File: src/rtl/entropy_coretest_pkg.sv
// Shared register map, STATUS bit positions and I2C slave state encoding for the entropy test core.
// Latency: n/a (declarations only).
// Backpressure: n/a.
package entropy_coretest_pkg;

    localparam logic [7:0] REG_STATUS   = 8'h00;
    localparam logic [7:0] REG_DATA     = 8'h01;
    localparam logic [7:0] REG_DEBUG    = 8'h02;
    localparam logic [7:0] REG_VERSION  = 8'h03;
    localparam logic [7:0] REG_EDGE_CNT = 8'h04;

    localparam logic [7:0] VERSION = 8'h01;

    localparam int STATUS_VALID_BIT   = 0;
    localparam int STATUS_OVERRUN_BIT = 1;

    typedef enum logic [2:0] {
        ST_IDLE,
        ST_ADDR,
        ST_ACK_ADDR,
        ST_WR_BYTE,
        ST_ACK_WR,
        ST_RD_BYTE,
        ST_ACK_RD
    } i2c_state_t;

endpackage

File: src/rtl/i2c_reg_slave.sv
// I2C register slave: SCL/SDA sync + stability filter, START/STOP detect, byte FSM, register pointer.
// Latency: bus edges seen 2+FILTER_LEN clk after the pad; SDA_pd updates one clk after the filtered SCL fall.
// Backpressure: none; the master owns SCL, no clock stretching.
module i2c_reg_slave
    import entropy_coretest_pkg::*;
#(
    parameter logic [6:0] I2C_ADDR   = 7'h0F,
    parameter int         FILTER_LEN = 3
) (
    input  logic       clk,
    input  logic       reset_n,
    input  logic       scl,
    input  logic       sda,
    output logic       sda_pd,
    output logic [7:0] reg_addr,
    output logic [7:0] reg_wdata,
    output logic       reg_we,
    input  logic [7:0] reg_rdata,
    output logic       reg_rd_done
);

    logic [1:0]            scl_sync, sda_sync;
    logic [FILTER_LEN-1:0] scl_hist, sda_hist;
    logic                  scl_f, sda_f, scl_q, sda_q;
    logic                  scl_rise, scl_fall, start_det, stop_det;

    i2c_state_t state;
    logic [3:0] bit_cnt;
    logic [7:0] shreg, rd_sh, ptr;
    logic       rw, first_byte, got_ack;

    assign reg_addr = ptr;

    // Idle bus is high, so the conditioning chain resets to 1 to avoid a false START.
    always_ff @(posedge clk or negedge reset_n) begin
        if (!reset_n) begin
            scl_sync <= 2'b11;
            sda_sync <= 2'b11;
            scl_hist <= '1;
            sda_hist <= '1;
            scl_f    <= 1'b1;
            sda_f    <= 1'b1;
            scl_q    <= 1'b1;
            sda_q    <= 1'b1;
        end else begin
            scl_sync <= {scl_sync[0], scl};
            sda_sync <= {sda_sync[0], sda};
            scl_hist <= (scl_hist << 1) | FILTER_LEN'(scl_sync[1]);
            sda_hist <= (sda_hist << 1) | FILTER_LEN'(sda_sync[1]);
            if (&scl_hist)       scl_f <= 1'b1;
            else if (~|scl_hist) scl_f <= 1'b0;
            if (&sda_hist)       sda_f <= 1'b1;
            else if (~|sda_hist) sda_f <= 1'b0;
            scl_q <= scl_f;
            sda_q <= sda_f;
        end
    end

    assign scl_rise  = scl_f & ~scl_q;
    assign scl_fall  = ~scl_f & scl_q;
    assign start_det = scl_f & scl_q & sda_q & ~sda_f;
    assign stop_det  = scl_f & scl_q & ~sda_q & sda_f;

    always_ff @(posedge clk or negedge reset_n) begin
        if (!reset_n) begin
            state       <= ST_IDLE;
            sda_pd      <= 1'b0;
            bit_cnt     <= 4'd0;
            shreg       <= 8'h00;
            rd_sh       <= 8'h00;
            ptr         <= 8'h00;
            rw          <= 1'b0;
            first_byte  <= 1'b0;
            got_ack     <= 1'b0;
            reg_we      <= 1'b0;
            reg_wdata   <= 8'h00;
            reg_rd_done <= 1'b0;
        end else begin
            reg_we      <= 1'b0;
            reg_rd_done <= 1'b0;
            // Pointer advances the cycle after the write strobe so the strobe sees the old address.
            if (reg_we) ptr <= ptr + 8'd1;

            if (start_det) begin
                state   <= ST_ADDR;
                bit_cnt <= 4'd0;
                sda_pd  <= 1'b0;
            end else if (stop_det) begin
                state  <= ST_IDLE;
                sda_pd <= 1'b0;
            end else if (scl_rise) begin
                case (state)
                    ST_ADDR, ST_WR_BYTE: begin
                        shreg   <= {shreg[6:0], sda_f};
                        bit_cnt <= bit_cnt + 4'd1;
                    end
                    ST_RD_BYTE: bit_cnt <= bit_cnt + 4'd1;
                    // Advance here so reg_rdata is already valid for the snapshot on the next fall.
                    ST_ACK_RD: begin
                        got_ack <= ~sda_f;
                        if (!sda_f && ptr != REG_DATA) ptr <= ptr + 8'd1;
                    end
                    default: ;
                endcase
            end else if (scl_fall) begin
                case (state)
                    ST_ADDR: begin
                        if (bit_cnt == 4'd8) begin
                            if (shreg[7:1] == I2C_ADDR) begin
                                state  <= ST_ACK_ADDR;
                                sda_pd <= 1'b1;
                                rw     <= shreg[0];
                            end else begin
                                state <= ST_IDLE;
                            end
                        end
                    end
                    ST_ACK_ADDR: begin
                        bit_cnt <= 4'd0;
                        if (rw) begin
                            state  <= ST_RD_BYTE;
                            rd_sh  <= reg_rdata;
                            sda_pd <= ~reg_rdata[7];
                        end else begin
                            state      <= ST_WR_BYTE;
                            sda_pd     <= 1'b0;
                            first_byte <= 1'b1;
                        end
                    end
                    ST_WR_BYTE: begin
                        if (bit_cnt == 4'd8) begin
                            state  <= ST_ACK_WR;
                            sda_pd <= 1'b1;
                            if (first_byte) begin
                                ptr <= shreg;
                            end else begin
                                reg_we    <= 1'b1;
                                reg_wdata <= shreg;
                            end
                        end
                    end
                    ST_ACK_WR: begin
                        state      <= ST_WR_BYTE;
                        sda_pd     <= 1'b0;
                        bit_cnt    <= 4'd0;
                        first_byte <= 1'b0;
                    end
                    ST_RD_BYTE: begin
                        if (bit_cnt == 4'd8) begin
                            state       <= ST_ACK_RD;
                            sda_pd      <= 1'b0;
                            reg_rd_done <= 1'b1;
                        end else begin
                            sda_pd <= ~rd_sh[3'd7 - bit_cnt[2:0]];
                        end
                    end
                    ST_ACK_RD: begin
                        bit_cnt <= 4'd0;
                        if (got_ack) begin
                            state  <= ST_RD_BYTE;
                            rd_sh  <= reg_rdata;
                            sda_pd <= ~reg_rdata[7];
                        end else begin
                            state <= ST_IDLE;
                        end
                    end
                    default: ;
                endcase
            end
        end
    end

endmodule

File: src/rtl/entropy_i2c_coretest.sv
// Noise-jitter entropy core with I2C register access; `define VON_NEUMANN_EN to debias sample pairs.
// Latency: noise edge sampled 3 clk after the pin rises; register reads snapshot at the start of each byte.
// Backpressure: one-byte DATA buffer; bytes completed while it is full are dropped and flag overrun.
module entropy_i2c_coretest
    import entropy_coretest_pkg::*;
#(
    parameter logic [6:0] I2C_ADDR   = 7'h0F,
    parameter int         FILTER_LEN = 3
) (
    input  logic       clk,
    input  logic       reset_n,
    input  logic       noise,
    output logic [7:0] debug,
    input  logic       SCL,
    input  logic       SDA,
    output logic       SDA_pd
);

    logic [1:0] noise_sync;
    logic       noise_q, noise_rise;
    logic [7:0] free_cnt, edge_cnt, ent_sh, data_reg;
    logic [2:0] sh_cnt;
    logic       valid, overrun;
    logic       bit_vld, bit_val, byte_done, valid_eff;
    logic [7:0] new_byte;

    logic [7:0] reg_addr, reg_wdata, reg_rdata;
    logic       reg_we, reg_rd_done;
    logic       data_rd_done, status_rd_done;

    i2c_reg_slave #(
        .I2C_ADDR   (I2C_ADDR),
        .FILTER_LEN (FILTER_LEN)
    ) u_slave (
        .clk         (clk),
        .reset_n     (reset_n),
        .scl         (SCL),
        .sda         (SDA),
        .sda_pd      (SDA_pd),
        .reg_addr    (reg_addr),
        .reg_wdata   (reg_wdata),
        .reg_we      (reg_we),
        .reg_rdata   (reg_rdata),
        .reg_rd_done (reg_rd_done)
    );

    assign noise_rise = noise_sync[1] & ~noise_q;

`ifdef VON_NEUMANN_EN
    logic pair_have, pair_first;

    always_ff @(posedge clk or negedge reset_n) begin
        if (!reset_n) begin
            pair_have  <= 1'b0;
            pair_first <= 1'b0;
        end else if (noise_rise) begin
            pair_have  <= ~pair_have;
            pair_first <= free_cnt[0];
        end
    end

    // Unequal pair emits its first sample; equal pairs carry bias and are dropped.
    always_comb begin
        bit_vld = noise_rise & pair_have & (pair_first != free_cnt[0]);
        bit_val = pair_first;
    end
`else
    always_comb begin
        bit_vld = noise_rise;
        bit_val = free_cnt[0];
    end
`endif

    assign new_byte       = {bit_val, ent_sh[7:1]};
    assign byte_done      = bit_vld && (sh_cnt == 3'd7);
    assign data_rd_done   = reg_rd_done && (reg_addr == REG_DATA);
    assign status_rd_done = reg_rd_done && (reg_addr == REG_STATUS);
    // A DATA read finishing this cycle frees the buffer for a byte finishing in the same cycle.
    assign valid_eff      = valid & ~data_rd_done;

    always_ff @(posedge clk or negedge reset_n) begin
        if (!reset_n) begin
            noise_sync <= 2'b00;
            noise_q    <= 1'b0;
            free_cnt   <= 8'h00;
            edge_cnt   <= 8'h00;
            ent_sh     <= 8'h00;
            sh_cnt     <= 3'd0;
            data_reg   <= 8'h00;
            valid      <= 1'b0;
            overrun    <= 1'b0;
            debug      <= 8'h00;
        end else begin
            noise_sync <= {noise_sync[0], noise};
            noise_q    <= noise_sync[1];
            free_cnt   <= free_cnt + 8'd1;
            if (noise_rise) edge_cnt <= edge_cnt + 8'd1;
            if (bit_vld) begin
                ent_sh <= new_byte;
                sh_cnt <= sh_cnt + 3'd1;
            end
            if (status_rd_done) overrun <= 1'b0;
            if (data_rd_done)   valid   <= 1'b0;
            if (byte_done) begin
                if (!valid_eff) begin
                    data_reg <= new_byte;
                    valid    <= 1'b1;
                end else begin
                    overrun <= 1'b1;
                end
            end
            if (reg_we && reg_addr == REG_DEBUG) debug <= reg_wdata;
        end
    end

    always_comb begin
        reg_rdata = 8'h00;
        case (reg_addr)
            REG_STATUS: begin
                reg_rdata[STATUS_VALID_BIT]   = valid;
                reg_rdata[STATUS_OVERRUN_BIT] = overrun;
            end
            REG_DATA:     reg_rdata = valid ? data_reg : 8'h00;
            REG_DEBUG:    reg_rdata = debug;
            REG_VERSION:  reg_rdata = VERSION;
            REG_EDGE_CNT: reg_rdata = edge_cnt;
            default:      reg_rdata = 8'h00;
        endcase
    end

endmodule

File: config.mk
export PLATFORM = sky130hd
export DESIGN_NAME = entropy_i2c_coretest
export DESIGN_NICKNAME = d
export VERILOG_FILES = /design/src/rtl/entropy_coretest_pkg.sv /design/src/rtl/i2c_reg_slave.sv /design/src/rtl/entropy_i2c_coretest.sv
export SDC_FILE = /design/constraint.sdc
export NUM_CORES = 1
export LEC_CHECK = 0
export ABC_AREA = 1
export BUFFER_PORTS_ARGS = -buffer_cell sky130_fd_sc_hd__buf_4
export CORE_ASPECT_RATIO = 0.5
export CORE_MARGIN = 3
export CORE_UTILIZATION = 37
export DETAILED_ROUTE_END_ITERATION = 10
export MAX_ROUTING_LAYER = met4
export PLACE_DENSITY = 0.53
export REMOVE_ABC_BUFFERS = 1
export SLEW_MARGIN = 30
export SYNTH_ARGS = -nofsm -noshare
export SYNTH_HDL_FRONTEND = slang
export SYNTH_SLANG_ARGS = --single-unit
File: constraint.sdc
create_clock -name clk -period 2 [get_ports clk]
set_clock_uncertainty 0.05 [all_clocks]
set_input_delay 0.2 -clock clk [delete_from_list [all_inputs] [get_ports clk]]
set_output_delay 0.2 -clock clk [all_outputs]
set_load 0.01 [all_outputs]
==> results of run 1 <==
## repair_timing
item	4_1_cts	5_1_grt
endpoints found under the hold margin	29	0
resized for setup	0	2
buffers inserted	0	0
setup endpoints to repair	0	11
hold buffers	4	0
## critical path, stage by stage, from the launching register on
cell	delay, ps
dfrtp_1	420
inv_1	120
ha_1	160
nand2_1	80
nor2_4	140
nand2_2	120
inv_2	90
nand3_2	160
nor2_1	130
nor2_1	50
nand2_1	60
nand2_1	50
## cell usage in the layout (no fill, tap or decap), types with 2 or more instances in the layout
| master | instances |
|---|---|
| ha_1 | 9 |
| xnor2_1 | 4 |
| nand2_4 | 2 |
| nand2_1 | 165 |
| nand2_2 | 9 |
| inv_6 | 2 |
| o21ai_2 | 16 |
| nand4_1 | 7 |
| nor2_2 | 5 |
| nor2_4 | 4 |
| buf_12 | 2 |
| inv_2 | 10 |
| clkbuf_16 | 9 |
| dfrtp_1 | 85 |
| nand3_4 | 2 |
| dfstp_2 | 14 |
| buf_4 | 21 |
| a21oi_1 | 19 |
| nor3_1 | 6 |
| o21ai_0 | 19 |
| nor2_1 | 27 |
| dlygate4sd3_1 | 4 |
| o21ai_1 | 31 |
| nand3_1 | 47 |
| inv_4 | 2 |
| inv_1 | 63 |
| xor2_1 | 11 |
| o211ai_1 | 4 |
## per-stage QoR
stage / util / hold WS, ps / worst slack, ps
2_1_floorplan: - / -145.6 / 234.2
3_3_place_gp: 0.4099 / 115.6 / 192.0
3_5_place_dp: 0.4099 / 113.0 / 150.0
4_1_cts: 0.4367 / 291.3 / 127.3
5_1_grt: 0.4376 / 309.9 / 31.12
6_report: 0.4376 / 283.1 / 257.5
## power by group
part           internal (mW)  switching [mW]
clock network           1.01           0.782
logic                  0.300           0.458
registers               2.27           0.240
## how the worst max path moves through the flow
stage | end | cells past startpoint
after CTS | u_slave.reg_wdata[3]$_DFFE_PN0P_ | 9
after floorplan | u_slave.bit_cnt[0]$_DFFE_PN0P_ | 6
after global placement | u_slave.reg_wdata[3]$_DFFE_PN0P_ | 9
final | u_slave.reg_addr[7]$_DFF_PN0_ | 11
after detailed placement | u_slave.reg_wdata[3]$_DFFE_PN0P_ | 9
after global routing | u_slave.reg_wdata[7]$_DFFE_PN0P_ | 9
## per-layer routing
| layer | track usage | vias up | wire length [um] | part of all wire |
|---|---|---|---|---|
| met1 | 0.2304 | 1779 | 5647 | 0.53 |
| li1 | - | 1911 | - | - |
| met3 | 0.04488 | 10 | 399 | 0.038 |
| met5 | - | - | 0 | 0 |
| met2 | 0.2278 | 50 | 4414 | 0.42 |
| met4 | 0.04232 | 0 | 132 | 0.012 |
## cell families (layout without fill, tap and decap cells)
kind of cell	after synthesis	count (layout)
buffers and inverters	86	118
and+or+nand+nor	280	280
AOI/OAI and AO/OA	91	91
muxes	1	1
DFF	99	99
xor gates and xnor gates	15	15
adders and majority gates	9	9
## layout make-up
class                   instances  area [um^2]
clock buffers                  11        242.7
clock inverters                 5        60.06
fillers                      1292         7203
inverters                      75        286.5
multi-input cells             396         2071
flip-flops and latches         99         2495
well taps                     170        212.7
repair buffers                 27        237.7
==> summary.md, run 1 <==
| Metric | Value |
|---|---|
| Status | finished clean |
| DRT iter0 DRCs | 235 |
| Critical path arrival | around 1900 ps |
| Register area share after synthesis | 0.5085 |
| Final ANT Viol Nets | 0 |
| Share of cells above drive strength 1 | 0.1762 |
| Adder-cell share of the synthesized area | 0.02295 |
| CTS buffer count | 9 |
| Dpl cells | about 760 |
| CTS tree | built |
| WL/cell | between 10 and 15 um |
| Top cell type's share of synthesized area | 0.4336 |
| I/O Pins | 14 |
| Worst-Skew Late Latency | about 340 ps |
| Gate Count Post-Synth | roughly 580 |
| Crit Path Max Fanout | 8 |
| Cell taking the most area after synthesis | dfrtp_1 |
| Top FF cell, synth | dfrtp_1 |
| Aggregate global-route resource usage | 0.1622 |
| DP Wirelength | 7.901 mm |
| Mux contribution to synthesized area | 0.002295 |
| Worst r2r src | u_slave.bit_cnt[1]$_DFFE_PN0P_ |
| Die X | between 150 and 200 um |
| FMAX | roughly 0.57 GHz |
| CP Class | reg2reg |
| Compound-cell area share of the yosys netlist | 0.1099 |
| Largest family of logic cells by synthesized area | simple AND/OR/NAND/NOR gates |
| Most frequent cell after synthesis | nand2_1 |
| Shortest period the worst path allows | 1743 ps |
| Tcrit/Tclk final | 0.8713 |
| Initial Utilization | 0.3830 |
| Post-synth EDFFs | 0 |
| Ys Warns | 0 |
| Setup_tns | 0 ps |
| Post-synth ARST share | 1.000 |
| Die ar. | between 0.01 and 0.015 mm^2 |
| Seq cells post-synth | 99 |
| ANT cells | 0 |
| Final Cell Area | 0.005605 mm^2 |
| Vias in the first global route | around 3700 |
| Htree depth | 3 |
| Global-route wire length before repair | ~18 mm |
| Worst setup SP type | register |
| Post-Syn Area per Cell | 8.444 um^2 |
| Tightest Pin Transition | ~440 ps |
| Clk sinks | between 90 and 100 |
| CP Capture Type | register |
| Peak VDD IR | between 0.3 and 0.4 mV |
| Final Slew Violations | 0 |
| Chip height | between 80 and 90 um |
| Mapped Area | 0.004906 mm^2 |
| Simple-Gate Fraction of Synth Area | 0.2576 |
| Worst hold path class | in2async |
| Distinct cells, synth | 37 |
| XOR/XNOR Fraction of Synth Area | 0.02678 |
| Top cells by area, synth | dfrtp_1, nand2_1, dfstp_2, inv_1, nand3_1 |
| Endpoints failing setup | 0 |
| R2r setup slk | roughly 260 ps |
| Area grow syn2layout | 14.26% |
| Drt first pass iters | 5 |
| Residual DRC | 0 |
| CTS Root Cell | clkbuf_16 |
| FF-to-FF End | u_slave.reg_addr[7]$_DFF_PN0_ |
| Via count | around 3800 |
| Fin nets | 622 |
| Port-buffer cells | 13 |
| Non-filler cells, final | just under 800 |
| Dpl cell area | between 0.005 and 0.006 mm^2 |
| Core area | around 0.013 mm^2 |
| Via-per-instance ratio | approximately 4.8 |
| Slew margin rel. | 0.7067 |
| Clk slew on worst S/H paths | ~70 ps |
| Hold Fails Final Rpt | 0 |
| Row count | 29 |
| Gpl congestion | 0.9260 |
| Initial antenna violation count | 0 |
| Largest net degree at the start of global routing | 41 |
| MaxCap Viol Count | 0 |
| Overall Power | roughly 5.1 mW |
| Clock buffer depth | 2 |
| Total gr overflow | 0 |
| PD cells | 903.3 mW/mm^2 |
| Req. time, crit path | about 2200 ps |
| Worst Setup SP | u_slave.bit_cnt[1]$_DFFE_PN0P_ |
| Lkg Pwr | roughly 2.8 nW |
| Post-synth top cells | nand2_1, dfrtp_1, inv_1 |
| RSZ-0062 raised after global routing | false |
| Total Wirelength | 10.59 mm |
| Reg2Reg Depth | 11 |
(Power assumes the default switching activity.)
==> inputs of run 2 (changes only) <==
--- a/config.mk
+++ b/config.mk
@@ -6,14 +6,13 @@
 export NUM_CORES = 1
 export LEC_CHECK = 0
 export ABC_AREA = 1
-export BUFFER_PORTS_ARGS = -buffer_cell sky130_fd_sc_hd__buf_4
 export CORE_ASPECT_RATIO = 0.5
 export CORE_MARGIN = 3
 export CORE_UTILIZATION = 37
 export DETAILED_ROUTE_END_ITERATION = 10
+export DONT_BUFFER_PORTS = 1
 export MAX_ROUTING_LAYER = met4
-export PLACE_DENSITY = 0.53
-export REMOVE_ABC_BUFFERS = 1
+export PLACE_DENSITY = 0.52
 export SLEW_MARGIN = 30
 export SYNTH_ARGS = -nofsm -noshare
 export SYNTH_HDL_FRONTEND = slang
==> summary.md, run 2 (synthesized netlist as in run 1, its figures left out) <==
| Metric | Value |
|---|---|
| Status | complete, but fails checks |
| Failing checks | hold timing |
| Aggregate global-route resource usage | 0.1630 |
| MaxCap Viol Count | 0 |
| Via count | around 3700 |
| CP Class | reg2reg |
| Fin nets | a little over 600 |
| Lkg Pwr | 2.673 nW |
| Shortest period the worst path allows | 1827 ps |
| Clock buffer depth | 2 |
| Share of cells above drive strength 1 | 0.1589 |
| Hold Fails Final Rpt | 99 |
| Initial Utilization | 0.3830 |
| Endpoints failing setup | 0 |
| Core area | ~0.013 mm^2 |
| P_int | roughly 3.4 mW |
| PD cells | approximately 900 mW/mm^2 |
| Setup_tns | 0 ps |
| Dpl cells | 749 |
| CTS tree | built |
| Reg2Reg Depth | 9 |
| Initial antenna violation count | 0 |
| Vias in the first global route | approximately 3500 |
| Worst r2r src | u_slave.bit_cnt[1]$_DFFE_PN0P_ |
| Clk slew on worst S/H paths | 70 ps |
| Residual DRC | 0 |
| Total gr overflow | 0 |
| Port-buffer cells | 0 |
| Commonest non-fill, non-tap cell in the layout | nand2_1 |
| Worst-Skew Late Latency | approximately 360 ps |
| CTS Root Cell | clkbuf_16 |
| Final Slew Violations | 0 |
| Die X | between 150 and 200 um |
| Crit Path Max Fanout | 16 |
| Area grow syn2layout | 11.07% |
| Dpl cell area | about 0.005 mm^2 |
| ANT cells | 0 |
| Most frequent cells in the layout | nand2_1, dfrtp_1, inv_1 |
| Total Wirelength | roughly 11 mm |
| Peak VDD IR | 0.4468 mV |
| Req. time, crit path | roughly 2200 ps |
| CTS buffer count | 9 |
| Clock group share of total power | 0.352 |
| Combinational Power Share | 0.138 |
| DRT iter0 DRCs | roughly 260 |
| Sw frac | 0.3029 |
| Chip height | between 80 and 90 um |
| Overall Power | 4.913 mW |
| RSZ-0062 raised after global routing | false |
| Via-per-instance ratio | approximately 4.8 |
| Clk sinks | between 90 and 100 |
| I/O Pins | 14 |
| Worst hold path class | in2async |
| Worst setup SP type | register |
| Drt first pass iters | 5 |
| Switch Pwr | 1.488 mW |
| PnR worst setup slack | 172.9 ps |
| WL/cell | about 14 um |
| Die ar. | about 0.015 mm^2 |
| FMAX | ~0.55 GHz |
| Slew margin rel. | 0.7029 |
| R2r setup slk | approximately 170 ps |
| Hold buffer count at CTS | 3 |
| Final Cell Area | about 0.0054 mm^2 |
| Final ANT Viol Nets | 0 |
| Post-CTS Setup Inserts | 0 |
| FF-to-FF End | u_slave.reg_wdata[1]$_DFFE_PN0P_ |
| Syn nets | slightly below 600 |
| Largest net degree at the start of global routing | 100 |
| Part of the power in registers | 0.511 |
| Global-route wire length before repair | 18.17 mm |
| Row count | 29 |
| Critical path arrival | ~2000 ps |
| Tightest Pin Transition | 445.6 ps |
| Hold_ws | -498.7 ps |
| Gpl congestion | about 0.87 |
| Non-filler cells, final | approximately 770 |
| Tcrit/Tclk final | 0.9136 |
| Htree depth | 3 |
| Pre-CTS WS | between 150 and 200 ps |
| DP Wirelength | 7.708 mm |
| CP Capture Type | register |
==> run 2: cell count changes in the layout (fill, tap and decap cells not counted) <==
cell,before,now
clkinv_4,0,2
dlygate4sd3_1,4,3
inv_8,0,2
nor2_2,5,6
clkinvlp_4,1,0
clkinv_2,1,0
nor2_4,4,3
inv_6,2,3
buf_4,21,9
buf_12,2,0
bufinv_16,1,0
clkbuf_1,1,0
clkbuf_8,1,0
==> run 2: how the worst max path moves through the flow <==
stage          slack (ps)                            from                               end  depth (start not counted)
5_1_grt                40  u_slave.bit_cnt[1]$_DFFE_PN0P_  u_slave.reg_wdata[7]$_DFFE_PN0P_                          9
4_1_cts               130  u_slave.bit_cnt[1]$_DFFE_PN0P_  u_slave.reg_wdata[6]$_DFFE_PN0P_                          9
6_report              170  u_slave.bit_cnt[1]$_DFFE_PN0P_  u_slave.reg_wdata[1]$_DFFE_PN0P_                          9
3_3_place_gp          220  u_slave.bit_cnt[1]$_DFFE_PN0P_  u_slave.reg_wdata[5]$_DFFE_PN0P_                          9
2_1_floorplan         270  u_slave.bit_cnt[0]$_DFFE_PN0P_  u_slave.reg_wdata[1]$_DFFE_PN0P_                         10
3_5_place_dp          160  u_slave.bit_cnt[1]$_DFFE_PN0P_  u_slave.reg_wdata[6]$_DFFE_PN0P_                          9
==> run 2: worst max-delay path: stages, from the launching register on <==
cell and delay, ps:
dfrtp_1 430, inv_1 130, ha_1 160, nand2_1 60, nor2_2 180, inv_2 60, nor3_2 190, nand3_4 220
o21ai_1 180, inv_1 50
==> run 2: metal layers <==
metal,vias to the layer above,share of wire,track usage
met5,-,0,-
met4,0,0.010,0.03638
met3,10,0.043,0.04624
met2,53,0.42,0.2293
met1,1763,0.53,0.2330
li1,1886,-,-
==> run 2: area by class of cell <==
| type | instances | area (um^2) |
|---|---|---|
| Fill cell | 1305 | 7360 |
| Timing Repair Buffer | 12 | 97.59 |
| Clock buffer | 9 | 225.2 |
| Multi-Input combinational cell | 396 | 2066 |
| Clock inverter | 7 | 66.31 |
| Sequential cell | 99 | 2495 |
| Tap cell | 170 | 212.7 |
| Inverter | 75 | 286.5 |
==> run 2: per-stage QoR <==
stage / util / hold WS [ps]
final: 0.4254 / -498.7
after global routing: 0.4254 / -531.1
after floorplan: - / -145.6
after global placement: 0.3997 / -140.5
after CTS: 0.4248 / -520.5
after detailed placement: 0.3997 / -141.1
==> run 2: power by group through the flow <==
stage          clock network [mW]  registers [mW]  logic [mW]
2_1_floorplan                   0            2.48       0.518
3_3_place_gp                    0            2.55       0.668
3_5_place_dp                    0            2.55       0.675
4_1_cts                      1.77            2.51       0.685
5_1_grt                      1.86            2.55       0.790
6_report                     1.73            2.51       0.676
==> run 2: repair_timing <==
item                                    4_1_cts  5_1_grt
endpoints found under the setup margin        0        7
resized for setup                             0        1
endpoints found under the hold margin       102       99
==> inputs of run 3 (changes only) <==
--- a/config.mk
+++ b/config.mk
@@ -8,11 +8,11 @@
 export ABC_AREA = 1
 export CORE_ASPECT_RATIO = 0.5
 export CORE_MARGIN = 3
-export CORE_UTILIZATION = 37
+export CORE_UTILIZATION = 40
 export DETAILED_ROUTE_END_ITERATION = 10
 export DONT_BUFFER_PORTS = 1
 export MAX_ROUTING_LAYER = met4
-export PLACE_DENSITY = 0.52
+export PLACE_DENSITY = 0.55
 export SLEW_MARGIN = 30
 export SYNTH_ARGS = -nofsm -noshare
 export SYNTH_HDL_FRONTEND = slang
==> summary.md, run 3 (synthesized netlist as in run 1, its figures left out) <==
| Metric | Value |
|---|---|
| Status | complete, but fails checks |
| Failing checks | hold timing |
| Port-buffer cells | 0 |
| Largest net degree at the start of global routing | 100 |
| Worst setup SP type | register |
| Crit Path Max Fanout | 8 |
| CTS tree | built |
| Lkg Pwr | roughly 2.7 nW |
| FMAX | 0.5418 GHz |
| Via count | around 3700 |
| WL/cell | ~14 um |
| Syn nets | approximately 600 |
| Htree depth | 3 |
| I/O Pins | 14 |
| Clk slew on worst S/H paths | around 70 ps |
| Most frequent cells in the layout | nand2_1, dfrtp_1, inv_1 |
| Req. time, crit path | 2230 ps |
| # fillers | ~1100 |
| PD cells | between 800 and 900 mW/mm^2 |
| Residual DRC | 0 |
| Total gr overflow | 0 |
| Drt first pass iters | 5 |
| Pre-CTS WS | approximately 160 ps |
| Commonest non-fill, non-tap cell in the layout | nand2_1 |
| WP buf/inv | 2 |
| Shortest period the worst path allows | 1846 ps |
| CP Class | reg2reg |
| Core area | 0.01149 mm^2 |
| Die ar. | 0.01371 mm^2 |
| Slowest CP cell | dfrtp_1 |
| Final ANT Viol Nets | 0 |
| Peak VDD IR | roughly 0.45 mV |
| Hold_ws | -499.3 ps |
| Share of cells above drive strength 1 | 0.1686 |
| Via-per-instance ratio | 4.819 |
| Die X | between 150 and 200 um |
| Aggregate global-route resource usage | 0.1739 |
| Final Slew Violations | 0 |
| Endpoints failing setup | 0 |
| CTS buffer count | 9 |
| ANT cells | 0 |
| DP Wirelength | 7.898 mm |
| Part of the power in registers | 0.509 |
| Reg area | approximately 0.0025 mm^2 |
| Switch Pwr | approximately 1.5 mW |
| Hold buffer count at CTS | 3 |
| Row count | 27 |
| Setup_tns | 0 ps |
| Total Wirelength | 10.85 mm |
| CP Cell Sequence | inv_1 > ha_1 > nand2_1 > nor2_2 > nand2_2 > inv_2 > nand3_2 > a21oi_1 > o21ai_1 > nand2_1 |
| Gpl congestion | roughly 0.88 |
| Combinational Power Share | 0.139 |
| Util after Layout | 0.4786 |
| Max incr delay on CP | ~430 ps |
| Initial Utilization | 0.4271 |
| Area grow syn2layout | 12.06% |
| P_int | around 3.4 mW |
| Worst hold path class | in2async |
| RSZ-0062 raised after global routing | false |
| Clock buffer depth | 2 |
| Fin nets | 614 |
| Worst-Skew Late Latency | between 300 and 400 ps |
| DRT iter0 DRCs | approximately 280 |
| Delay-heaviest family, CP | simple AND/OR/NAND/NOR gates |
| Critical path arrival | about 2100 ps |
| Slew margin rel. | 0.7225 |
| CTS Root Cell | clkbuf_16 |
| Global-route wire length before repair | approximately 18 mm |
| Clk sinks | 99 |
| Tcrit/Tclk final | 0.9229 |
| Sw frac | 0.3020 |
| Overall Power | ~5 mW |
| CP dominant cell by count | nand2_1 |
| Initial antenna violation count | 0 |
| CP Capture Type | register |
| Multi-input logic area | roughly 0.0021 mm^2 |
| Chip height | 84.31 um |
| Vias in the first global route | roughly 3400 |
| MaxCap Viol Count | 0 |
| PnR worst setup slack | ~150 ps |
| Hold Fails Final Rpt | about 100 |
| Tightest Pin Transition | between 400 and 500 ps |
| Post-CTS Setup Inserts | 0 |
| Clock group share of total power | 0.352 |
-- run 3: cell count changes in the layout (fill, tap and decap cells not counted), sizes merged --
cell,delta
buf,+7
clkinv,+1
inv,-1
-- run 3: worst register-to-register path, cell delays in order (launching register included) --
cell and delay (ps):
dfrtp_1 430, inv_1 130, ha_1 160, nand2_1 60, nor2_2 200, nand2_2 160
inv_2 90, nand3_2 170, a21oi_1 200, o21ai_1 80, nand2_1 70
-- run 3: worst paths after layout --
path / cells after the start / to / slack [ps] / start
worst max-delay path: 10 / u_slave.reg_addr[2]$_DFF_PN0_ / 150 / u_slave.bit_cnt[1]$_DFFE_PN0P_
worst min-delay path: 0 / u_slave.first_byte$_DFFE_PN0P_ / -500 / reset_n
worst max register to register: 10 / u_slave.reg_addr[2]$_DFF_PN0_ / 150 / u_slave.bit_cnt[1]$_DFFE_PN0P_
worst min register to register: 0 / noise_sync[1]$_DFF_PN0_ / 310 / noise_sync[0]$_DFF_PN0_
max in group asynchronous: 0 / u_slave.scl_hist[0]$_DFF_PN1_ / 2160 / reset_n
min in group clk: 0 / noise_sync[1]$_DFF_PN0_ / 310 / noise_sync[0]$_DFF_PN0_
-- run 3: power by group through the flow --
stage / Combinational (mW) / Clock (mW) / Sequential (mW)
after floorplan: 0.518 / 0 / 2.48
after detailed placement: 0.679 / 0 / 2.54
after CTS: 0.689 / 1.79 / 2.51
after global placement: 0.673 / 0 / 2.54
after global routing: 0.796 / 1.88 / 2.55
final: 0.685 / 1.73 / 2.50
-- run 3: final cells by class --
cell class,instances,area share
clock buffer,9,0.04096
clock inverter,7,0.01388
inverter,75,0.05212
multi-input combinational,396,0.3757
sequential,99,0.4538
tap,159,0.03619
timing repair buffer,19,0.02731
-- run 3: stage by stage --
step / cell area, um^2 / cells
6_report: 5498 / 764
5_1_grt: 5498 / 764
4_1_cts: 5490 / 764
3_5_place_dp: 5159 / 745
3_3_place_gp: 5159 / 745
2_1_floorplan: 4906 / 581
-- run 3: repair_timing --
item	in CTS	in global routing
hold endpoints to repair	102	99
gates resized for setup	0	1
setup endpoints to repair	0	3
-- run 3: per-layer routing --
layer,vias to the layer above,part of all wire,global-route usage,wire length (um)
li1,1914,-,-,-
met1,1712,0.55,0.2619,5936
met2,51,0.40,0.2362,4371
met3,5,0.044,0.03992,473
met4,0,0.0063,0.03914,68
met5,-,0,-,0
